### src/rtl/nibble_uart_tx.sv
// Sends each new 4-bit counter value as an ASCII hex character on a UART 8N1 line.
// Build option NIBBLE_UART_TX_CRLF_EN appends CR/LF frames after every character.
module nibble_uart_tx #(
    parameter int CLKS_PER_BIT = 434
) (
    input  logic       i_Clock,
    input  logic       i_Reset_n,
    input  logic [3:0] i_Data,
    output logic       o_Tx,
    output logic       o_Busy,
    output logic       o_Overrun
);
    localparam int CNT_W = (CLKS_PER_BIT > 2) ? $clog2(CLKS_PER_BIT) : 1;
    localparam logic [CNT_W-1:0] CNT_MAX = CNT_W'(CLKS_PER_BIT - 1);

    typedef enum logic [1:0] {IDLE, START, DATA, STOP} state_t;

`ifdef NIBBLE_UART_TX_CRLF_EN
    typedef enum logic [1:0] {SEQ_HEX, SEQ_CR, SEQ_LF} seq_t;
    seq_t seq, seq_d;
`endif

    state_t           state, state_d;
    logic [CNT_W-1:0] cnt, cnt_d;
    logic [2:0]       bit_idx, bit_idx_d;
    logic [7:0]       shift, shift_d;
    logic [3:0]       r_Sample, r_PendVal;
    logic             r_Pend, r_Armed;
    logic             change, consume, bit_end, tx_d;

    function automatic logic [7:0] hex_ascii(input logic [3:0] n);
        return (n < 4'd10) ? 8'h30 + {4'h0, n} : 8'h37 + {4'h0, n};
    endfunction

    // r_Armed is low only for the first cycle after reset: that cycle forces a
    // capture so the value present at release is what gets sent first.
    assign change  = r_Armed && (i_Data != r_Sample);
    assign consume = r_Armed && r_Pend && (state == IDLE);
    assign bit_end = (cnt == CNT_MAX);

    always_ff @(posedge i_Clock or negedge i_Reset_n) begin
        if (!i_Reset_n) begin
            r_Sample  <= 4'h0;
            r_PendVal <= 4'h0;
            r_Pend    <= 1'b1;
            r_Armed   <= 1'b0;
            o_Overrun <= 1'b0;
        end else begin
            r_Sample  <= i_Data;
            r_Armed   <= 1'b1;
            o_Overrun <= 1'b0;
            if (!r_Armed) begin
                r_PendVal <= i_Data;
                r_Pend    <= 1'b1;
            end else if (change) begin
                r_PendVal <= i_Data;
                r_Pend    <= 1'b1;
                o_Overrun <= r_Pend && !consume;
            end else if (consume) begin
                r_Pend <= 1'b0;
            end
        end
    end

    always_comb begin
        state_d   = state;
        cnt_d     = cnt;
        bit_idx_d = bit_idx;
        shift_d   = shift;
`ifdef NIBBLE_UART_TX_CRLF_EN
        seq_d     = seq;
`endif
        case (state)
            IDLE: begin
                if (consume) begin
                    shift_d = hex_ascii(r_PendVal);
                    cnt_d   = '0;
                    state_d = START;
`ifdef NIBBLE_UART_TX_CRLF_EN
                    seq_d   = SEQ_HEX;
`endif
                end
            end
            START: begin
                if (bit_end) begin
                    cnt_d     = '0;
                    bit_idx_d = 3'd0;
                    state_d   = DATA;
                end else begin
                    cnt_d = cnt + CNT_W'(1);
                end
            end
            DATA: begin
                if (bit_end) begin
                    cnt_d = '0;
                    if (bit_idx == 3'd7) begin
                        state_d = STOP;
                    end else begin
                        bit_idx_d = bit_idx + 3'd1;
                        shift_d   = {1'b0, shift[7:1]};
                    end
                end else begin
                    cnt_d = cnt + CNT_W'(1);
                end
            end
            STOP: begin
                if (bit_end) begin
                    cnt_d   = '0;
`ifdef NIBBLE_UART_TX_CRLF_EN
                    // Terminator frames chain straight into START so o_Busy never drops.
                    case (seq)
                        SEQ_HEX: begin shift_d = 8'h0D; seq_d = SEQ_CR; state_d = START; end
                        SEQ_CR:  begin shift_d = 8'h0A; seq_d = SEQ_LF; state_d = START; end
                        default: state_d = IDLE;
                    endcase
`else
                    state_d = IDLE;
`endif
                end else begin
                    cnt_d = cnt + CNT_W'(1);
                end
            end
            default: state_d = IDLE;
        endcase

        // Line level is registered from the next state so o_Tx is glitch-free.
        case (state_d)
            START:   tx_d = 1'b0;
            DATA:    tx_d = shift_d[0];
            default: tx_d = 1'b1;
        endcase
    end

    always_ff @(posedge i_Clock or negedge i_Reset_n) begin
        if (!i_Reset_n) begin
            state   <= IDLE;
            cnt     <= '0;
            bit_idx <= 3'd0;
            shift   <= 8'h00;
            o_Tx    <= 1'b1;
            o_Busy  <= 1'b0;
`ifdef NIBBLE_UART_TX_CRLF_EN
            seq     <= SEQ_HEX;
`endif
        end else begin
            state   <= state_d;
            cnt     <= cnt_d;
            bit_idx <= bit_idx_d;
            shift   <= shift_d;
            o_Tx    <= tx_d;
            o_Busy  <= (state_d != IDLE);
`ifdef NIBBLE_UART_TX_CRLF_EN
            seq     <= seq_d;
`endif
        end
    end
endmodule

### config.mk
export PLATFORM = sky130hd
export DESIGN_NAME = nibble_uart_tx
export DESIGN_NICKNAME = d
export VERILOG_FILES = /design/src/rtl/nibble_uart_tx.sv
export SDC_FILE = /design/constraint.sdc
export NUM_CORES = 1
export LEC_CHECK = 0
export CAP_MARGIN = 10
export CORE_ASPECT_RATIO = 0.5
export CORE_UTILIZATION = 55
export DETAILED_ROUTE_END_ITERATION = 8
export PLACE_DENSITY = 0.74
export SLEW_MARGIN = 30
export SYNTH_ARGS = -nofsm -noshare
export SYNTH_HDL_FRONTEND = slang
export SYNTH_SLANG_ARGS = --single-unit
### constraint.sdc
create_clock -name i_Clock -period 4.51 [get_ports i_Clock]
set_clock_uncertainty 0.2 [all_clocks]
set_input_delay 0.902 -clock i_Clock [delete_from_list [all_inputs] [get_ports i_Clock]]
set_output_delay 0.902 -clock i_Clock [all_outputs]
set_load 0.01 [all_outputs]
### After elaboration in Yosys (flattened, before gate mapping)

Index checks and enable logic that the tools add are counted.

* word-level logic and storage cells: 69
* output and inout bits: 3
* memories kept: 0
* latch bits: 0
* ROM bits: 0
* bits in registers: 35
* bits of input ports: 6
* memory bits (writable): 0

* $mul: 0
* shifts and indexed selects: 0
* reductions and logical operators: 12
* bitwise operators: 0
* $lt $le $gt $ge: 1
* add/sub/neg operators: 4
* div/mod/pow operators: 0
* equal/unequal tests: 14
* muxes and demuxes: 26

Operators by type and width (count)
* $mux W8: 3
* $mux W9: 2
* $pmux W9 S2: 1
* $pmux W8 S2: 1
* $add A6 B4 Y7 const A: 2
* $mux W2: 5
* $add A9 B1 Y9 const B: 1
* $eq A9 B9 Y1 const B: 1
* $mux W3: 3
* $mux W4: 2
* $ne A2 B2 Y1 const B: 4
* $pmux W2 S4: 1
* $reduce_and A4 Y1: 2
* $mux W7: 1
* $eq A2 B2 Y1 const B: 3
* $pmux W3 S2: 1
* $reduce_bool A2 Y1: 3
* $mux W1: 5
* $eq A2 B1 Y1 const B: 2
* $logic_and A1 B1 Y1: 4
* $lt A4 B4 Y1 const B: 1
* $ne A4 B4 Y1: 1
* $add A3 B1 Y3 const B: 1
* $eq A3 B3 Y1 const B: 1
* other kinds (6): 6

### Depth between registers and ports, before layout

* depth in word-level cells: 6
* gate-level depth with buffers: 8
* depth with buffers taken out: 6

### Worst setup path before layout

OpenSTA, ideal clock, no wires.

* path kind: in2reg
* from: in i_Data[1]
* to: reg r_PendVal[0]
* data required time: 4.185 ns
* arrival time: 1.813 ns
* cell stages on the path: 4
* slack: 2.373 ns
* buffers on the path: 0
* setup time: 0.125 ns
* path through: xor2_1 -> nor4_1 -> nand2_1 -> mux2_2

* word-level cells in the longest chain between the ends: 3

Ends and longest elaborated chain
* start, declared: RTL line 8 `input logic [3:0] i_Data,`
* $ne A4 B4 Y1: RTL line 37 `assign change = r_Armed && (i_Data != r_Sample);`
* $logic_and A1 B1 Y1: RTL line 37
* $ne A2 B1 Y1 (no source line)
* end signal, assigned: RTL line 53 `r_PendVal <= i_Data;`
* end signal, assigned: RTL line 56 `r_PendVal <= i_Data;`
* end, declared: RTL line 27 `logic [3:0] r_Sample, r_PendVal;`

Every way passes these cells.
A chain may end at the register's enable or synchronous reset.

### Final worst setup path

* from: in i_Data[3]
* to: reg r_PendVal[2]

Same word-level chain as after synthesis.

==> run metrics <==
outcome finished, final reports clean; CTS HTree Levels 2; Yosys reg bits 34; gpl congestion approximately 0.77; core area between 0.002 and 0.003 sq mm; CP max stage delay 460 ps; Antenna Nets Post-Route 0; number of synthesized flops with an enable pin 0; asr flop ratio synth 1.00; commonest cells after routing, fill and taps aside dfrtp_1 (32), nand2_1 (22), o21ai_0 (14); Pre-Repair DR Iteration Count 4; post-synthesis sequential area ratio 0.507; most common cell after layout, fill and taps aside dfrtp_1; Clock Tree Root clkbuf_8; DRT iter0 DRCs ~120; Required @ worst endpoint ~4500 ps; RSZ-0062 raised after global routing false; Met3 Routed Length roughly 140 um; Tmin final between 2000 and 2500 ps; Worst Path Max Fanout 5; Layout Utilization 0.678; Synth Cell Area ~0.0017 sq mm; GR Util All Layers 0.240; # diodes 0; final hold vios 0; IO Port Bufs 8; Peak Freq roughly 400 MHz; register share of total power 0.532; TritonCTS clock tree built; Post-CTS Setup Inserts 0; Clock transition at path regs 60 ps; DRC 0; clock buffer count from CTS 5; Layout area overhead 10.6%; Mapped Cells about 160; ratio of cells with drive above 1 in the final layout 0.129; worst-path cell chain clkdlybuf4s50_1, xor2_1, nor4_1, nand2_1, mux2_2; CP max stage cell clkdlybuf4s50_1; GRT overflow 0; CP Launch Type input pin; Critical Path End Type flip-flop; syn avg cell area ~11 sq um; HPWL after detailed placement between 2 and 2.5 mm; Max-Cap Viols 0; pre-CTS WS 1730 ps; M1 wire length 1.65 mm; final net count 180; clock share of power 0.306; Final period util 0.547; drt total wl 3.14 mm; metal2 WL 1.33 mm; Num Clock Sinks 34; type of the worst min-delay path reg2reg; Least-Margin Pin Slew approximately 650 ps; Syn Nets roughly 170; Comb pwr share 0.162; # resized after CTS 0; effective utilization at floorplan 0.613; Net Sw Frac 0.282; hold-fix buffers at CTS 0; area of the die ~0.0033 sq mm; largest net degree at the start of global routing 35; row count 13; setup TNS 0 ps; Pleak around 0.0008 uW; wire per inst around 15 um; max-slew violation count 0; vias between 1000 and 1500; fin worst setup slack 2040 ps; Slew headroom 0.569; DR top layer met4; WHS around 290 ps; Finished Layout Cells a little over 200; total number of yosys warnings 0; worst-case clock buffer depth 2; Die X 80.3 um; Peak VDD IR ~0.28 mV; global-route wire length before repair 5.45 mm; dpl cells slightly below 200; initial antenna violation count 0; Sw Pwr between 200 and 250 uW; PwrDens between 400 and 500 mW/mm^2; IO Pins 9; WP data arrival 2440 ps; endpoints failing setup 0; ys flop type dfrtp_1; vias per cell 5.89; later-pin clock latency in the skew report a little under 300 ps; Die Y-Extent 41.1 um; Yosys cell types 44; vias in the first global route 1142; Cell Int Power 536 uW; WS Path Type in2reg
==> final timing paths <==
path / endpoint / cells past startpoint / slack (ps) / start
hold / removal: shift[3]$_DFFE_PN0P_ / 2 / 290 / shift[3]$_DFFE_PN0P_
hold reg to reg: shift[3]$_DFFE_PN0P_ / 2 / 290 / shift[3]$_DFFE_PN0P_
setup / recovery: r_PendVal[2]$_DFFE_PN0P_ / 5 / 2040 / i_Data[3]
max in group asynchronous: r_Pend$_DFFE_PN1P_ / 2 / 2950 / i_Reset_n
setup reg to reg: o_Tx$_DFF_PN1_ / 6 / 2220 / bit_idx[1]$_DFFE_PN0P_
min in group asynchronous: cnt[6]$_DFFE_PN0N_ / 2 / 810 / i_Reset_n
==> critical path, delay by kind of cell <==
kind          cells  cell delay [ps]
simple gates      2              570
buf+inv           1              460
mux               1              320
xor+xnor          1              180
==> through the flow <==
step	power, uW	instance area [sq um]
after CTS	755	1860
after global routing	794	1860
after detailed placement	522	1770
after floorplan	476	1680
final	747	1860
after global placement	517	1770
==> cell type report <==
type	instances	area, sq um
Clock inverter	1	5.00
Tap cell	37	46.3
Sequential cell	34	853
Fill cell	215	886
Multi-Input combinational cell	114	766
Timing Repair Buffer	9	87.6
Inverter	5	18.8
Clock buffer	7	86.3
==> power by group through the flow <==
stage / sequential, uW / combinational (uW) / clock (uW)
after floorplan: 391 / 85.1 / 0
after CTS: 397 / 122 / 236
after global routing: 405 / 141 / 248
after global placement: 401 / 116 / 0
final: 398 / 121 / 229
after detailed placement: 402 / 121 / 0
==> state kept, by name, summed over array words and instances (netlist names) <==
signal / flops
state: 2
o_Busy: 1
r_PendVal: 4
o_Overrun: 1
r_Sample: 4
r_Armed: 1
shift: 7
cnt: 9
r_Pend: 1
o_Tx: 1
bit_idx: 3
==> kinds of logic after synthesis <==
logic type      synth area share
simple gates               0.156
compound gates             0.179
flops                      0.507
buf+inv                   0.0386
xor+xnor                  0.0468
fa+ha+maj                 0.0371
mux                       0.0334
other cells              0.00223
==> cells in the mapped netlist, drive strengths merged, types with 3 or more instances <==
cell type   n  area, sq um
nor2        5         26.3
a21o        3         22.5
o21ai      15         75.1
nor3        4         20.0
dfrtp      32          801
inv         5         18.8
ha          5         62.6
nand2      22         82.6
a32oi       3         26.3
nand3       4         20.0
buf         5         46.3
xor2        5         43.8
a21oi       5         25.0
mux2        5         56.3
xnor2       4         35.0
and3        3         18.8
a211oi      3         22.5
==> metal layers <==
layer / GRT usage / vias up
met5: 0 / -
met4: 0.0804 / 0
met3: 0.0800 / 6
met2: 0.380 / 29
met1: 0.318 / 589
li1: - / 595
Note: power is estimated with default switching activity, not from simulation.
